==> src/rtl/seg7_count_display.sv <==
// Display stage for the 8-bit counter. It converts the binary count to BCD with a
// sequential double dabble, then scans three digits onto a 4-digit common-anode display.
module seg7_count_display #(
  parameter int SCAN_DIV = 100000,
  parameter bit BLANK_LZ = 1'b1
) (
  input  logic       clk,
  input  logic       reset,
  input  logic [7:0] value,
  output logic [6:0] seg,
  output logic [3:0] an,
  output logic [11:0] bcd,
  output logic       busy
);

  localparam int DIV_W = (SCAN_DIV > 2) ? $clog2(SCAN_DIV) : 1;
  localparam logic [DIV_W-1:0] DIV_LAST = DIV_W'(SCAN_DIV - 1);

  typedef enum logic [1:0] {
    IDLE,
    SHIFT,
    LOAD
  } state_t;

  state_t      state;
  state_t      state_next;
  logic [7:0]  shreg;
  logic [7:0]  captured;
  logic [7:0]  shown;
  logic [11:0] scratch;
  logic [11:0] adjusted;
  logic [2:0]  bit_cnt;

  logic [DIV_W-1:0] div;
  logic [1:0]       idx;
  logic [1:0]       next_idx;
  logic [6:0]       scan_seg;
  logic [3:0]       scan_an;

  function automatic logic [6:0] seg_code(input logic [3:0] digit);
    logic [6:0] code;
    case (digit)
      4'd0:    code = 7'h40;
      4'd1:    code = 7'h79;
      4'd2:    code = 7'h24;
      4'd3:    code = 7'h30;
      4'd4:    code = 7'h19;
      4'd5:    code = 7'h12;
      4'd6:    code = 7'h02;
      4'd7:    code = 7'h78;
      4'd8:    code = 7'h00;
      4'd9:    code = 7'h10;
      default: code = 7'h7F;
    endcase
    return code;
  endfunction

  assign busy = (state != IDLE);

  always_comb begin
    adjusted = scratch;
    for (int i = 0; i < 3; i++) begin
      if (scratch[4*i +: 4] >= 4'd5) begin
        adjusted[4*i +: 4] = scratch[4*i +: 4] + 4'd3;
      end
    end
  end

  always_comb begin
    state_next = state;
    case (state)
      IDLE:    if (value != shown) state_next = SHIFT;
      SHIFT:   if (bit_cnt == 3'd7) state_next = LOAD;
      LOAD:    state_next = IDLE;
      default: state_next = IDLE;
    endcase
  end

  // Value changes arriving while busy are simply not captured; IDLE picks up the newest one.
  always_ff @(posedge clk or posedge reset) begin
    if (reset) begin
      state    <= IDLE;
      shreg    <= 8'h00;
      captured <= 8'h00;
      shown    <= 8'h00;
      scratch  <= 12'h000;
      bit_cnt  <= 3'd0;
      bcd      <= 12'h000;
    end else begin
      state <= state_next;
      case (state)
        IDLE: begin
          if (value != shown) begin
            shreg    <= value;
            captured <= value;
            scratch  <= 12'h000;
            bit_cnt  <= 3'd0;
          end
        end
        SHIFT: begin
          {scratch, shreg} <= {adjusted, shreg} << 1;
          bit_cnt          <= bit_cnt + 3'd1;
        end
        LOAD: begin
          bcd   <= scratch;
          shown <= captured;
        end
        default: ;
      endcase
    end
  end

  assign next_idx = idx + 2'd1;

  always_comb begin
    scan_an           = 4'hF;
    scan_an[next_idx] = 1'b0;
    scan_seg          = 7'h7F;
    case (next_idx)
      2'd0: scan_seg = seg_code(bcd[3:0]);
      2'd1: begin
        if (!(BLANK_LZ && bcd[11:8] == 4'd0 && bcd[7:4] == 4'd0)) begin
          scan_seg = seg_code(bcd[7:4]);
        end
      end
      2'd2: begin
        if (!(BLANK_LZ && bcd[11:8] == 4'd0)) begin
          scan_seg = seg_code(bcd[11:8]);
        end
      end
      default: scan_seg = 7'h7F;
    endcase
  end

  // The scan runs freely; seg/an pick up the current bcd only when the digit advances.
  always_ff @(posedge clk or posedge reset) begin
    if (reset) begin
      div <= '0;
      idx <= 2'd0;
      seg <= 7'h7F;
      an  <= 4'hF;
    end else if (div == DIV_LAST) begin
      div <= '0;
      idx <= next_idx;
      seg <= scan_seg;
      an  <= scan_an;
    end else begin
      div <= div + 1'b1;
    end
  end

endmodule
==> config.mk <==
export PLATFORM = sky130hd
export DESIGN_NAME = seg7_count_display
export DESIGN_NICKNAME = d
export VERILOG_FILES = /design/src/rtl/seg7_count_display.sv
export SDC_FILE = /design/constraint.sdc
export NUM_CORES = 1
export LEC_CHECK = 0
export CAP_MARGIN = 20
export CORE_MARGIN = 5
export CORE_UTILIZATION = 53
export DETAILED_ROUTE_END_ITERATION = 7
export PLACE_DENSITY_LB_ADDON = 0.1
export SLEW_MARGIN = 10
export SYNTH_ARGS = -nofsm -noshare
export SYNTH_HDL_FRONTEND = slang
export SYNTH_SLANG_ARGS = --single-unit
==> constraint.sdc <==
create_clock -name clk -period 2.81 [get_ports clk]
set_input_delay 0.7025 -clock clk [delete_from_list [all_inputs] [get_ports clk]]
set_output_delay 0.7025 -clock clk [all_outputs]
set_load 0.03 [all_outputs]
Word level (Yosys, flattened, before mapping)
Memories as Yosys holds them, arrays and structs flattened.
Index checks and enable logic that the tools add are counted.
W data, S select, Z words.
Word-level totals
  memories kept: 3
  word-level logic and storage cells: 64
  flip-flop bits (word level): 83
  memory bits (read-only): 336
  output and inout bits: 24
Memories
  (name not given): depth 16, width 7, read ports 1, clocked after memory_dff 0, write ports 0, line 42  | case (digit)
  (name not given): depth 16, width 7, read ports 1, clocked after memory_dff 0, write ports 0, line 42
  (name not given): depth 16, width 7, read ports 1, clocked after memory_dff 0, write ports 0, line 42
Cells by class
  multiplexer cells: 18
  add/sub/neg operators: 6
  $lt $le $gt $ge: 5
  bitwise operators: 1
  equal/unequal tests: 9
  reductions and logical operators: 11
Operators with widths (count)
  $pmux W12 S2: 1
  $pmux W7 S3: 1
  $add A17 B1 Y17 const B: 1
  $eq A17 B17 Y1 const B: 1
  $mux W17: 1
  $pmux W8 S2: 1
  $mux W7: 2
  $ge A4 B3 Y1 const B: 3
  $mux W12: 1
  $add A4 B2 Y4 const B: 2
  $logic_not A4 Y1: 2
  $mux W4: 2
  $mux W8: 1
  $ne A8 B8 Y1: 1
  $mux W3: 2
  $pmux W3 S2: 1
  $reduce_and A2 Y1: 3
  $eq A2 B1 Y1 const B: 2
  $eq A2 B2 Y1 const B: 2
  $logic_not A2 Y1: 2
  $mux W2: 2
  $ne A2 B2 Y1 const B: 2
  $not A4 Y4: 1
  $pmux W2 S2: 1
  10 further kinds: 12

Logic depth before layout (Yosys ltp)
  depth after elaboration: 6
  gate-level depth with buffers: 7
  depth with buffers taken out: 7

Least setup slack after synthesis
OpenSTA, ideal clock, no wires.
  path kind: input to register
  start point: input value[2]
  end point: register state[0]
  data arrival time: 1.723 ns
  path slack: 0.951 ns
  stages on the path: 6
  cell sequence: xor2_1 > nor4_1 > a21oi_2 > buf_6 > buf_6 > o21bai_1
On the way
  cells in the longest elaborated chain, start to end: 3
Ends and longest elaborated chain
  start, declared: line 9  | input logic [7:0] value,
  $ne A8 B8 Y1: line 72  | IDLE: if (value != shown) state_next = SHIFT;
  $ne A2 B2 Y1 (no source line)
  $reduce_and A2 Y1 (no source line)
  end signal, assigned: line 90  | state <= state_next;
  end, declared: line 25  | state_t state;
No other way between the ends.
A chain may end at the register's enable or synchronous reset.

Worst setup path after layout
  start point: register state[0]
  end point: output busy
On the way
  cells in the longest elaborated chain, start to end: 1
Ends and longest elaborated chain
  $reduce_bool A2 Y1: line 58  | assign busy = (state != IDLE);
  end, declared: line 13  | output logic busy
No other way between the ends.

==> metrics.log <==
INFO  metric clock_latency = 0.36 ns
INFO  metric cts-buffers-inserted = 9
INFO  metric synth_nets = 478
INFO  metric floorplan.initialDensity = 54.70%
INFO  metric critical-path-slowest-cell = clkdlybuf4s50_1
INFO  metric outcome = finished clean
INFO  metric wl_per_cell = 14.98 um
INFO  metric tritoncts = done
INFO  metric max_slew_margin = 37.19%
INFO  metric power_density = 995.4 mW/mm^2
INFO  metric skew = 0.01480 ns
INFO  metric clock_sinks = 83
INFO  metric hold_path_class = reg2reg
INFO  metric hold_path_depth = 2
INFO  metric vdd.ir_drop.worst = 0.6370 mV
INFO  metric post_synthesis_register_bit_count = 83
INFO  metric max_slew.worst_pin.slew = 0.9422 ns
INFO  metric yosysUniqueCellTypes = 51
INFO  metric place_congestion = 0.8523
INFO  metric grt_setup_unrepaired = false
INFO  metric synth_warnings = 0
INFO  metric synth.avg_cell_area = 10.31 sq um
INFO  metric post_synth_instance_area = 0.004517 sq mm
INFO  metric dp_hpwl = 6.217 mm
INFO  metric clockRootBuffer = clkbuf_8
INFO  metric drt_pre_antenna_iters = 4
INFO  metric worst_setup_hold_path_clk_slew = 0.08 ns
INFO  metric instances_no_fill = 582
INFO  metric worst_setup_path_start_kind = register
INFO  metric timing.setup.critical_path_class = reg2out
INFO  metric hold_buffers = 0
INFO  metric synth-async-reset-ratio = 100.0%
INFO  metric critical_path_peak_fanout = 4
INFO  metric route.detailed.vias_per_inst = 5.524
INFO  metric synth_top_cell_area_share = 39.89%
INFO  metric portBuffers = 33
INFO  metric ant_nets = 0
INFO  metric htree_levels = 3
INFO  metric slew_violations = 0
INFO  metric synth_enable_flop_cells = 0
INFO  metric chip_height = 102.3 um
INFO  metric dieArea = 0.01047 sq mm
INFO  metric cts_repair_resize_count = 0
INFO  metric synth.area.top_cells = dfrtp_1 40%, ha_1 8.3%, dfstp_2 6.4%
INFO  metric share_of_synthesized_area_occupied_by_flip_flops_and_latches = 46.29%
INFO  metric fmax = 414.6 MHz
INFO  metric die_width = 102.3 um
INFO  metric layout-area-overhead-vs-synth = 15.68%
INFO  metric overflow = 0
INFO  metric drc = 0
INFO  metric post-synth-top-area-cell = dfrtp_1
INFO  metric number_of_buffers_on_the_longest_clock_path = 2
INFO  metric min_from = an[3]$_DFFE_PP1N_
INFO  metric ff2ff_setup_slack = 0.82 ns
INFO  metric overall_routing_resource_usage = 18.21%
INFO  metric stage_delay_of_the_slowest_cell_on_the_critical_path = 0.61 ns
INFO  metric finalSetupViolCount = 0
INFO  metric register_area = 0.002091 sq mm
INFO  metric pre_cts_ws = 0.1186 ns
INFO  metric maxCapViolCount = 0
INFO  metric detailroute.via_count = 3215
INFO  metric path_buf_inv = 1
INFO  metric reg2reg_to = seg[3]$_DFFE_PP1N_
INFO  metric antenna_found_initial = 0
INFO  metric grt_pass1_wl = 15.15 mm
INFO  metric timing.final.crit_share = 85.83%
INFO  metric final_hold_violation_count = 0
INFO  metric final_core_util = 63.27%
INFO  metric grt_start_max_net_pins = 43
INFO  metric grt_pass1_vias = 3262
INFO  metric synthesis.instances = 438
INFO  metric antennaDiodeCount = 0
INFO  metric post-place-cells = 565
INFO  metric layout_nets = 512
INFO  metric critical_path_stages = 2
INFO  metric wl = 8.717 mm
INFO  metric critical_path_required = 2.11 ns
INFO  metric commonest_non_fill_non_tap_cell_in_the_layout = dfrtp_1
INFO  metric yosys_most_used_dff = dfrtp_1
INFO  metric num_rows = 33
INFO  metric cell_class_contributing_the_biggest_share_of_worst_path_delay = buffers and inverters
INFO  metric mostFrequentLayoutCells = 72 x dfrtp_1, 41 x nand2_1, 33 x clkdlybuf4s50_1, 32 x o21ai_0, 30 x ha_1
INFO  metric whs_endpoint = an[3]$_DFFE_PP1N_
INFO  metric filler_cell_count = 692
INFO  metric end_kind = output port
INFO  metric initialDrtViolationCount = 108
INFO  metric post_cts_repair_timing_setup_buffer_count = 0
INFO  metric setup_total_negative_slack = 0 ns
INFO  metric total_leakage_power = 2.218 nW
INFO  metric postLayoutSetupSlackWorst = 0.3983 ns
INFO  metric core_region_area = 0.008258 sq mm
INFO  metric multi_input_area = 0.002247 sq mm
INFO  metric final_layout_size_suffix_gt1_share = 15.93%
INFO  metric worstPathCellList = or2_2 -> clkdlybuf4s50_1
INFO  metric cp_data_arrival_time = 1.71 ns
INFO  metric period_minus_slack = 2.412 ns
INFO  metric r2r_start = bcd[1]$_DFFE_PP0N_
INFO  metric floorplan.io_pins = 34
INFO  metric reg2reg_path_depth = 7
==> cells by family after synthesis <==
family,count (synthesis),synth area share (%)
and+or+nand+nor,125,14.21
xor gates and xnor gates,27,5.236
buffers and inverters,41,4.127
DFF,83,46.29
muxes,24,6.648
adders and majority gates,30,8.310
AOI/OAI and AO/OA,108,15.18
==> power breakdown <==
part	internal [W]	total (W)	switching [W]
sequential	0.00156	0.00195	0.000397
clock	0.000533	0.000985	0.000453
combinational	0.00106	0.00226	0.00121
total	0.00315	0.00520	0.00205
==> how the worst max path moves through the flow <==
stage,end,start
2_1_floorplan,state[0]$_DFFE_PP0P_,value[2]
3_3_place_gp,captured[3]$_DFFE_PP0P_,value[2]
3_5_place_dp,shreg[4]$_DFFE_PP0P_,value[2]
4_1_cts,bcd[6],bcd[6]$_DFFE_PP0N_
5_1_grt,bcd[6],bcd[6]$_DFFE_PP0N_
6_report,busy,state[0]$_DFFE_PP0P_
==> cell usage after synthesis (5+ instances only) <==
library cell,n
mux2_4,8
ha_1,30
nor2_1,26
nand2b_1,16
nand3_1,9
dfrtp_1,72
xor2_1,15
mux2_2,16
a21oi_1,21
a31oi_1,7
o22ai_2,6
o21ai_0,32
o21ai_1,11
inv_1,20
dfstp_2,11
clkbuf_1,12
a22oi_1,7
xnor2_1,12
nand2_1,41
buf_2,5
nor3_1,5
==> layer usage <==
metal  vias up  share of wire (%)  GRT usage, %
li1       1602                  -             -
met4         0                2.2         8.779
met2        49                 47         29.09
met3        16                2.7         2.662
met1      1548                 48         24.40
met5         -                  0             0
==> per-stage QoR <==
step	power (W)	cell area, sq um	hold slack [ns]
after floorplan	0.003621	4521	0.4461
after global placement	0.004155	4966	0.4508
after detailed placement	0.004234	4966	0.4595
after CTS	0.005233	5197	0.4708
after global routing	0.005607	5225	0.4900
final	0.005201	5225	0.4663
==> state kept, by name (all words and copies together), names as in the netlist <==
signal,cells
scratch,12
seg,7
captured,8
bcd,12
shown,8
shreg,8
an,4
bit_cnt,3
idx,2
div,17
state,2
==> final cells by class <==
type,count,share of cell area (%)
multi-input cells,314,43.01
flip-flops and latches,83,40.01
repair buffers,44,8.525
clock buffers,10,2.634
well taps,105,2.514
clock inverters,6,1.796
inverters,20,1.509
==> worst register-to-register path: cells and delay by family (launching register included) <==
| family | cells | cell delay (ns) |
|---|---|---|
| AOI/OAI and AO/OA | 3 | 0.44 |
| buffers and inverters | 1 | 0.16 |
| muxes | 1 | 0.26 |
| adders and majority gates | 1 | 0.22 |
| and+or+nand+nor | 1 | 0.32 |
| DFF | 1 | 0.53 |
Power figures use the tool's default switching activity.
